`config.mk`:
```
export PLATFORM = sky130hd
export DESIGN_NAME = dcache_writeback
export DESIGN_NICKNAME = d
export VERILOG_FILES = /design/src/rtl/dcache_writeback.sv
export SDC_FILE = /design/constraint.sdc
export NUM_CORES = 1
export LEC_CHECK = 0
export CORE_ASPECT_RATIO = 2
export CORE_MARGIN = 1.5
export CORE_UTILIZATION = 50
export DETAILED_ROUTE_END_ITERATION = 12
export PLACE_DENSITY = 0.91
export REMOVE_ABC_BUFFERS = 1
export SKIP_LAST_GASP = 1
export SYNTH_ARGS = -nofsm -noshare
export SYNTH_HDL_FRONTEND = slang
export SYNTH_SLANG_ARGS = --single-unit
export TNS_END_PERCENT = 5
```
`constraint.sdc`:
```
create_clock -name clk -period 7.2 [get_ports clk]
set_clock_uncertainty 0.15 [all_clocks]
set_input_delay 1.44 -clock clk [delete_from_list [all_inputs] [get_ports clk]]
set_output_delay 1.44 -clock clk [all_outputs]
set_load 0.01 [all_outputs]
```
`src/rtl/dcache_writeback.sv`:
```
// rtl/dcache_writeback.sv - D-cache victim writeback engine driven by the dirty table
module dcache_writeback #(
  parameter int addr_width     = 4,
  parameter int tag_width      = 24,
  parameter int words_per_line = 4,
  parameter int data_width     = 32
) (
  input  logic                                 clk,
  input  logic                                 rstn,
  input  logic                                 wb_req,
  input  logic                                 wb_way,
  input  logic [addr_width-1:0]                wb_index,
  input  logic [tag_width-1:0]                 wb_tag,
  input  logic [data_width*words_per_line-1:0] wb_line,
  output logic                                 wb_ready,
  output logic                                 wb_done,
  output logic                                 wb_wrote,
  output logic [addr_width-1:0]                dt_addr,
  output logic                                 dt_way_select,
  input  logic                                 dt_dirty,
  output logic                                 dt_set0,
  output logic                                 mem_wr_req,
  output logic [31:0]                          mem_wr_addr,
  output logic [data_width-1:0]                mem_wr_data,
  output logic                                 mem_wr_last,
  input  logic                                 mem_wr_ready
);

  localparam int cnt_width = $clog2(words_per_line);

  typedef enum logic [2:0] {IDLE, CHECK, SEND, CLEAR, DONE} state_t;

  state_t                  state;
  logic                    way_q;
  logic [addr_width-1:0]   index_q;
  logic [tag_width-1:0]    tag_q;
  logic [data_width-1:0]   words_q [words_per_line];
  logic [cnt_width-1:0]    cnt;
  logic [cnt_width-1:0]    cnt_inc;

  // Word counter advanced on each accepted write; wraps naturally at line end
  assign cnt_inc = cnt + cnt_width'(1);

  // Dirty-table lookup always points at the latched victim
  assign dt_addr       = index_q;
  assign dt_way_select = way_q;

  // Writeback FSM; every output is registered and updated with the state
  always_ff @(posedge clk or negedge rstn) begin
    if (!rstn) begin
      state       <= IDLE;
      way_q       <= 1'b0;
      index_q     <= '0;
      tag_q       <= '0;
      for (int k = 0; k < words_per_line; k++) words_q[k] <= '0;
      cnt         <= '0;
      wb_ready    <= 1'b1;
      wb_done     <= 1'b0;
      wb_wrote    <= 1'b0;
      dt_set0     <= 1'b0;
      mem_wr_req  <= 1'b0;
      mem_wr_addr <= '0;
      mem_wr_data <= '0;
      mem_wr_last <= 1'b0;
    end else begin
      wb_done <= 1'b0;
      dt_set0 <= 1'b0;
      case (state)
        IDLE: begin
          if (wb_req) begin
            way_q   <= wb_way;
            index_q <= wb_index;
            tag_q   <= wb_tag;
            for (int k = 0; k < words_per_line; k++)
              words_q[k] <= wb_line[k*data_width +: data_width];
            cnt      <= '0;
            wb_ready <= 1'b0;
            state    <= CHECK;
          end
        end
        CHECK: begin
          if (dt_dirty) begin
            mem_wr_req  <= 1'b1;
            mem_wr_addr <= {tag_q, index_q, {cnt_width{1'b0}}, 2'b00};
            mem_wr_data <= words_q[0];
            mem_wr_last <= 1'b0;
            state       <= SEND;
          end else begin
            wb_done  <= 1'b1;
            wb_wrote <= 1'b0;
            state    <= DONE;
          end
        end
        SEND: begin
          // Address/data/last only move on a handshake, so they hold through stalls
          if (mem_wr_ready) begin
            cnt <= cnt_inc;
            if (mem_wr_last) begin
              mem_wr_req  <= 1'b0;
              mem_wr_last <= 1'b0;
              dt_set0     <= 1'b1;
              state       <= CLEAR;
            end else begin
              mem_wr_addr <= {tag_q, index_q, cnt_inc, 2'b00};
              mem_wr_data <= words_q[cnt_inc];
              mem_wr_last <= (cnt_inc == cnt_width'(words_per_line - 1));
            end
          end
        end
        CLEAR: begin
          wb_done  <= 1'b1;
          wb_wrote <= 1'b1;
          state    <= DONE;
        end
        DONE: begin
          wb_ready <= 1'b1;
          state    <= IDLE;
        end
        default: begin
          wb_ready <= 1'b1;
          state    <= IDLE;
        end
      endcase
    end
  end

endmodule
```
Word-level counts from Yosys, hierarchy flattened --
Cells that the tools add are included.
Word-level totals: flip-flop bits (word level) 232, bits of input ports 162, output and inout port bits 75
Operators by class: $add $sub $neg 1, magnitude comparators 1, eq/ne operators 10, muxes and demuxes 36, bitwise gates (word level) 2, reduce and logical (&&, ||, !) cells 13
Operators by type and width (count):
- two-way mux 32 bit | 8
- one-hot mux 32 bit (2 select lines) | 2
- binary-select mux 32 bit (select 2 bit) | 1
- two-way mux 1 bit | 12
- two-way mux 3 bit | 4
- != test 2 bit, second input constant | 6
- one-hot mux 3 bit (4 select lines) | 1
- one-hot mux 1 bit (2 select lines) | 5
- AND reduction 3 bit | 3
- AND reduction 4 bit | 2
- == test 3 x 2 -> 1 bit, second input constant | 2
- AND reduction 2 bit | 3
- nonzero test 2 bit | 3
- two-way mux 2 bit | 2
- one-hot mux 2 bit (2 select lines) | 1
- == test 3 x 1 -> 1 bit, second input constant | 1
- >= comparator 3 bit, second input constant | 1
- logical NOT 3 bit | 1
- NOT 2 -> 3 bit | 1
- OR reduction 3 bit | 1
- adder 2 x 1 -> 2 bit, second input constant | 1
- == test 2 bit, second input constant | 1
- NOT 1 bit | 1

Logic depth before layout (Yosys ltp) --
Gate-level depths: netlist (run 1).
depth in word-level cells 8, mapped depth 10

Worst setup path before layout (run 1) --
Ideal clock, no wire load.
path kind input port to flip-flop, start input wb_req, end register tag_q[0], library setup time 125 ps, data arrival time 2448 ps, data required time 6925 ps, slack 4477 ps, stages on the path 5, path buffers 2, path through nand2_1 nor3_2 buf_2 buf_2 mux2_2
On the way: cells in the longest elaborated chain, start to end 1
RTL lines:
- from (decl) | line 10 | input logic wb_req,
- AND reduction 2 bit (no line)
- to (signal assigned) | line 73 | tag_q <= wb_tag;
- to (decl) | line 36 | logic [tag_width-1:0] tag_q;
No other way between the ends. A chain may end at the register's enable or synchronous reset.

Final worst setup path (run 1) --
start input wb_req, end register words_q[107] in the netlist's numbering
On the way: cells in the longest elaborated chain, start to end 1
RTL lines:
- AND reduction 2 bit (no line)
- to (signal, indexed assignment) | line 75 | words_q[k] <= wb_line[k*data_width +: data_width];
- to (decl) | line 37 | logic [data_width-1:0] words_q [words_per_line];
No other way between the ends.

==> impl_metrics.ini, run 1 <==
[power]
p_seq_share_pct = 40.9
peakVddDrop_uv = 289
clkPwrFrac_pct = 19.7
p_leak_nw = 5.26
p_sw_share_pct = 32.2
internal-power_mw = 3.99
p_per_area_nw_per_um2 = 451
finalPower_mw = 5.89
p_sw_mw = 1.90
pwr-share-comb_pct = 39.4

[placement]
place_congestion = 0.805
port_buffers = 234
hpwl_um = 15400
dp.cells = 1182
placed_cell_area_um2 = 12300

[clock_network]
cts_htree_levels = 1
root_buffer = clkbuf_16
postCtsSetupBuffers = 0
clk_pin_slew_worst_paths_ps = 70
cts_resized = 0
cts_buffer_depth = 3
insertion_delay_ps = 490
cts_tree = done
cts_buffers = 20
cts_hold_buffers = 0
clkSinkCount = 230

[logic_synthesis]
synth-edff-count = 0
synth_area_leaders = dfrtp_1, mux2_2, mux4_2
seq_area_frac_synth_pct = 58.6
synth_area_per_cell_um2 = 13.4
ys_types = 32
synth_top_area_share_pct = 58.3
yosys.area.top_type = dfrtp_1
yosysWarnings = 0
synth_ff_type = dfrtp_1
syn_inst = 736
syn_area_um2 = 9830
synth-async-reset-ratio_pct = 100
ys_seq_elements = 230

[setup_path]
crit_type = input pin to flop
path_cells = clkdlybuf4s50_1 > nand2_1 > nor3_4 > buf_4 > buf_4 > mux2_2
critPathMaxStageDelay_ps = 640
start_kind = input pin
r2r_start = cnt[0]
cp-end-kind = flop
cp.arrival_ps = 3810
path_buf_inv = 3
cp_max_fo = 57
worstReg2RegEnd = mem_wr_data[17]
cp_top_family = buffers and inverters
slowest_stage = buf_4
ff2ff_path_depth = 6
path_common_cell = buf_4
critPathRequiredTime_ps = 7430
rrSetupSlack_ps = 3720

[routing]
drt_iter0_markers = 229
routed-via-count = 6764
ant_nets = 0
drc = 0
firstDrtPassIters = 6
routed_wl_um = 23400
viasPerCell = 5.53
wl_per_cell_um = 19.1

[floorplanning]
die_area_um2 = 20600
num_rows = 72
ios = 237
die_h_um = 201
fp.coreArea_um2 = 19300
start_util_pct = 51.0
die_x_um = 102

[cells_and_area]
final_util_pct = 67.7
area_delta_synth_final_pct = 32.8
finalInstanceArea_um2 = 13000
multi_input_area_um2 = 3800
drive_above_1_share_pct = 26.0
nNetsFinal = 1108
fillers = 1400
mostFrequentLayoutCells = clkdlybuf4s50_1, dfrtp_1, mux2_2
layout.cells.non_filler = 1224
seq_area_um2 = 5760
final_common_cell = clkdlybuf4s50_1

[min_path]
holdPathEnd = wb_ready
min-delay-start = wb_ready
hp-class = flop to flop
holdPathStages = 2

[timing]
rsz0062_at_grt = no
worstMarginPinSlew_ps = 1060
finalCritPeriodShare_pct = 49.8
period_needed_ps = 3590
max-slew-margin-rel_pct = 29.1
whs_ps = 341
fmax_mhz = 279
slew_violations = 0
setup_viol = 0
hold_viol = 0

[global_route]
grt_pass1_vias = 7349
grt_pass1_wl_um = 37100
antenna_found_initial = 7
overflow = 0
grt_max_degree = 120
grtUsageTotal_pct = 23.1

[status]
status = finished clean

[job]
maxCapViolCount = 0
## layout make-up
class | count | share of cell area (%)
Timing Repair Buffer | 242 | 18.5
Inverter | 3 | 0.0863
Tap cell | 259 | 2.48
Clock buffer | 26 | 4.55
Multi-Input combinational cell | 448 | 29.1
Sequential cell | 230 | 44.1
Clock inverter | 9 | 0.940
Antenna cell | 7 | 0.134
## Yosys cell counts (4+ instances only)
library cell,count
dfrtp_1,229
mux2_2,187
nand2_1,46
buf_2,37
nor2_1,36
o21ai_0,28
a21oi_1,25
nand2b_1,24
mux2i_1,22
a221oi_1,21
nor3_1,21
clkbuf_1,13
a31oi_1,11
mux4_2,11
buf_4,4
## flip-flops by register name, indices dropped and copies added, names as in the netlist
signal,count
dt_way_select,1
wb_done,1
dt_set0,1
tag_q,24
mem_wr_data,32
state,3
cnt,2
words_q,128
mem_wr_last,1
wb_ready,1
wb_wrote,1
dt_addr,4
mem_wr_addr,30
mem_wr_req,1
## worst min-delay path, cell delays in order, from the launching register on
cell and delay, ps:
dfstp_2 370, o21ai_0 60, nand2b_1 60
## worst max-delay path by stage
stage | from | to | slack (ps) | cells past startpoint
finish | wb_req | words_q[107] | 3610 | 6
global placement | wb_req | words_q[123] | 3200 | 6
floorplan | wb_req | dt_addr[0] | -1290 | 3
CTS | wb_req | words_q[107] | 3630 | 6
detailed placement | wb_req | words_q[22] | 3120 | 6
global route | cnt[0] | mem_wr_data[17] | 3500 | 6
## power by group through the flow
stage               registers [mW]  clock network [mW]  logic [mW]
finish                        2.41                1.16        2.32
global route                  2.50                1.23        2.51
CTS                           2.41                1.19        2.35
detailed placement            2.42                   0        2.32
global placement              2.38                   0        2.25
floorplan                     2.38                   0        1.51
## layer usage
layer	global-route usage [%]	routed length, um	vias up
met5	0	0	-
met4	14.7	1550	0
met3	3.09	1060	79
met2	39.8	12400	249
met1	26.1	8440	3392
li1	-	-	3044
## metrics by stage
step                      TNS (ps)  setup WS, ps
after CTS                        0          3630
after global routing             0          3500
after floorplan            -202370         -1290
after detailed placement         0          3120
after global placement           0          3200
final                            0          3610
## cell families (layout without fill, tap and decap cells)
kind of cell	Yosys count	count (layout)	synth area share, %
AND/OR/NAND/NOR	135	135	6.38
buffers and inverters	59	280	3.03
flip-flops	230	230	58.6
adder cells (fa/ha/maj)	1	1	0.127
other	1	9	0.0382
multiplexers	220	220	26.2
AO/OA/AOI/OAI	90	90	5.68
(Power assumes the default switching activity.)
==> run 2: changes to the inputs <==
- clock period: 7.2 -> 3.45 ns (I/O delays scaled with it)
==> run 2 against run 1 <==
Clock-buffer cell count grew 5. Sequential power grew 100%. Via count grew 0.33%. Power grew 110%. Critical path depth is the same. Global-route usage grew 0.56 points. Design area grew 0.32%. Combinational power grew 120%. Sequential share of layout area shrank 0.14 points. Critical endpoint is now mem_wr_data[1].
==> impl_metrics.ini, run 2 (synthesis results as in run 1) <==
[cells_and_area]
multi_input_area_um2 = 3800
top_regs = words_q x128, mem_wr_data x32, mem_wr_addr x30
area_delta_synth_final_pct = 33.2
largest_reg_flops = 128
final_util_pct = 67.9
nNetsFinal = 1113
final_common_cell = clkdlybuf4s50_1
seq_area_um2 = 5760
fillers = 1412
mostFrequentLayoutCells = clkdlybuf4s50_1, dfrtp_1, mux2_2
top_register = words_q
drive_above_1_share_pct = 26.0

[floorplanning]
die_x_um = 102
fp.coreArea_um2 = 19300
die_area_um2 = 20600
start_util_pct = 51.0
die_h_um = 201
ios = 237
num_rows = 72

[timing]
finalCritPeriodShare_pct = 74.1
max-slew-margin-rel_pct = 25.9
rsz0062_at_grt = no
slew_violations = 0
period_needed_ps = 2560
worstMarginPinSlew_ps = 1110
setup-tns-final_ps = 0
fmax_mhz = 391
setup_viol = 0
hold_viol = 0

[setup_path]
cp-end-kind = flop
crit_type = flop to flop
slowest_stage = ha_2
path_cells = inv_1 > ha_2 > buf_4 > nor3_1 > a221oi_1 > a21oi_1
critPathRequiredTime_ps = 3650
r2r_start = cnt[0]
ff2ff_path_depth = 6
cp_max_fo = 38
worstReg2RegEnd = mem_wr_data[1]
rrSetupSlack_ps = 890
critPathMaxStageDelay_ps = 940
cp.arrival_ps = 2760
start_kind = flop

[placement]
place_congestion = 0.824
hpwl_um = 16000
port_buffers = 234

[global_route]
top_usage_layer = met2
grtUsageTotal_pct = 23.6
grtUsageMet1_pct = 26.3
grt_pass1_vias = 7518
antenna_found_initial = 9
grt_pass1_wl_um = 38000
grt_util_met3_pct = 3.13
overflow = 0
globalRouteMet2Util_pct = 41.1
grt_max_degree = 122

[routing]
firstDrtPassIters = 6
ant_nets = 0
drt_iter0_markers = 251
routed_wl_um = 24000
wl_per_cell_um = 19.5
viasPerCell = 5.51
routed-via-count = 6786
drc = 0

[clock_network]
clk_pin_slew_worst_paths_ps = 70
cts_resized = 0
root_buffer = clkbuf_16
postCtsSetupBuffers = 0
cts_buffers = 21
cts_tree = done
cts_buffer_depth = 3
cts_hold_buffers = 0
clkSinkCount = 230
cts_htree_levels = 1
insertion_delay_ps = 490

[power]
p_per_area_nw_per_um2 = 936
peakVddDrop_uv = 625
p_leak_nw = 5.27

[job]
maxCapViolCount = 0

[status]
status = finished clean

[min_path]
hp-class = input pin to async pin
run 2: power by group:
group          total, mW  switching, mW  internal [mW]
registers           4.89          0.817           4.07
logic               5.06           2.19           2.87
clock network       2.30          0.983           1.32
run 2: cell type report:
class	instances	share of cell area, %
Clock inverter	5	0.382
Multi-Input combinational cell	448	29.0
Sequential cell	230	44.0
Tap cell	259	2.48
Timing Repair Buffer	246	19.1
Antenna cell	9	0.172
Inverter	3	0.0860
Clock buffer	31	4.76
run 2: layer usage:
metal / part of all wire [%] / up-vias
met5: 0 / -
met4: 6.4 / 0
met3: 4.5 / 76
met2: 54 / 223
met1: 35 / 3438
li1: - / 3049
run 2: how the worst max path moves through the flow:
stage            startpoint              end  slack [ps]  cells past startpoint
5_1_grt              cnt[0]   mem_wr_data[1]         750                      6
3_3_place_gp   mem_wr_ready  mem_wr_data[16]         710                      7
3_5_place_dp   mem_wr_ready   mem_wr_data[9]         610                      7
4_1_cts              cnt[0]   mem_wr_data[1]         920                      6
2_1_floorplan        wb_req       dt_addr[0]       -4290                      3
6_report             cnt[0]   mem_wr_data[1]         890                      6
run 2: stage by stage:
| step | setup WS, ps | power, mW | hold WS, ps | instances | cell area (um2) |
|---|---|---|---|---|---|
| 3_3_place_gp | 705 | 9.72 | 333 | 1186 | 12400 |
| 5_1_grt | 748 | 13.0 | 105 | 1231 | 13100 |
| 4_1_cts | 919 | 12.4 | 96.6 | 1222 | 13100 |
| 6_report | 893 | 12.3 | 67.2 | 1231 | 13100 |
| 3_5_place_dp | 610 | 9.98 | 331 | 1186 | 12400 |
| 2_1_floorplan | -4290 | 8.13 | 244 | 681 | 9550 |
run 2: critical path, delay by kind of cell, from the launching register on:
kind | cells | cell delay (ps)
DFF | 1 | 410
buffers and inverters | 2 | 440
AOI/OAI and AO/OA | 2 | 370
and+or+nand+nor | 1 | 110
adders and majority gates | 1 | 940
==> run 3: changes to the inputs <==
- CORE_UTILIZATION: 50 -> 45
- PLACE_DENSITY: 0.91 -> 0.87
- clock period: 3.45 -> 2.21 ns (I/O delays scaled with it)
==> run 3 against run 2 <==
Clock power grew 70%. Sequential power grew 56%. Sequential share of layout area shrank 1.2 points. Global-route usage shrank 1.7 points. Design area grew 2.7%. Largest power group unchanged. Final cell count grew 2.7%. Via count grew 0.59%. Highest routed layer unchanged. Die area grew 11%. First-iteration DRC count grew 68%.
==> impl_metrics.ini, run 3 (synthesis results as in run 1) <==
[setup_path]
worstReg2RegEnd = mem_wr_data[5]
path_buf_inv = 1
critPathMaxStageDelay_ps = 530
ff2ff_path_depth = 6
rrSetupSlack_ps = 210
start_kind = flop
slowest_stage = dfstp_2
crit_start = wb_ready
cp_top_family = flip-flops
r2r_start = cnt[0]
path_cells = clkdlybuf4s50_1
cp-end-kind = output pin
path_depth = 1
crit_type = flop to output pin
cp.arrival_ps = 1550
critPathRequiredTime_ps = 1620
cp_max_fo = 2
cp-endpoint = wb_ready

[timing]
hold_viol = 0
finalCritPeriodShare_pct = 96.9
rsz0062_at_grt = no
worstMarginPinSlew_ps = 643
max-slew-margin-rel_pct = 57.1
slew_violations = 0
setup_viol = 0
worst_slack_ps = 69.0
setup-tns-final_ps = 0
period_needed_ps = 2140
whs_ps = 254
fmax_mhz = 467

[clock_network]
postCtsSetupBuffers = 0
root_buffer = clkbuf_16
cts_buffers = 21
clk_pin_slew_worst_paths_ps = 70
cts_tree = done
cts_htree_levels = 1
clkSinkCount = 230
cts_buffer_depth = 3
insertion_delay_ps = 500

[cells_and_area]
drive_above_1_share_pct = 27.7
largest_reg_flops = 128
final_common_cell = clkdlybuf4s50_1
top_register = words_q
final_util_pct = 62.6
multi_input_area_um2 = 3810
top_regs = words_q x128, mem_wr_data x32, mem_wr_addr x30
mostFrequentLayoutCells = clkdlybuf4s50_1, dfrtp_1, mux2_2
nNetsFinal = 1133
area_delta_synth_final_pct = 36.8
seq_area_um2 = 5760
fillers = 1643

[job]
maxCapViolCount = 0

[routing]
firstDrtPassIters = 6
routed-via-count = 6826
viasPerCell = 5.40
ant_nets = 0
routed_wl_um = 24700
drt_iter0_markers = 422
drc = 0
wl_per_cell_um = 19.5

[global_route]
antenna_found_initial = 6
grt_pass1_wl_um = 38600
grtUsageTotal_pct = 21.9
grt_pass1_vias = 7531
overflow = 0
grt_max_degree = 77

[floorplanning]
die_x_um = 108
start_util_pct = 45.7
die_h_um = 212
fp.coreArea_um2 = 21500
num_rows = 76
die_area_um2 = 22800
ios = 237

[status]
status = finished clean

[min_path]
hp-class = input pin to async pin

[placement]
dpl_worst_slack_ps = -75.4
hpwl_um = 16900
place_congestion = 0.798
port_buffers = 234

[power]
p_leak_nw = 5.45
p_per_area_nw_per_um2 = 1480
peakVddDrop_uv = 881
[run 3: layout make-up]
cell class | count | share of cell area (%)
Clock inverter | 8 | 0.996
Tap cell | 273 | 2.54
Timing Repair Buffer | 265 | 20.4
Clock buffer | 29 | 4.65
Inverter | 3 | 0.0837
Sequential cell | 230 | 42.8
Antenna cell | 7 | 0.130
Multi-Input combinational cell | 449 | 28.3
[run 3: timing repair]
action	in CTS	in global routing
gates resized for setup	1	0
endpoints found under the hold margin	38	0
endpoints found under the setup margin	5	0
hold buffers	1	0
[run 3: metal layers]
layer / share of wire (%) / up-vias / track usage [%]
li1: - / 3104 / -
met1: 35 / 3439 / 23.5
met2: 55 / 218 / 40.3
met3: 4.7 / 65 / 3.22
met4: 5.4 / 0 / 12.4
met5: 0 / - / 0
[run 3: per-stage QoR]
stage               std cells  total power, mW  area [um2]
global placement         1218             15.6       12600
CTS                      1257             20.1       13400
detailed placement       1218             16.0       12600
finish                   1264             19.9       13400
floorplan                 681             12.3        9550
global route             1263             21.1       13400
[run 3: worst min path at each step]
stage	start	depth (start not counted)	to
floorplan	rstn	0	cnt[0]
CTS	rstn	2	mem_wr_data[9]
global route	rstn	2	mem_wr_data[9]
finish	rstn	2	mem_wr_data[9]
global placement	rstn	1	mem_wr_data[9]
detailed placement	rstn	1	mem_wr_data[9]
[run 3: report_power, final]
part | internal [mW] | leakage [nW] | switching [mW] | total (mW)
clock network | 2.34 | 0.376 | 1.57 | 3.92
logic | 4.79 | 2.39 | 3.59 | 8.38
registers | 6.36 | 2.68 | 1.25 | 7.61
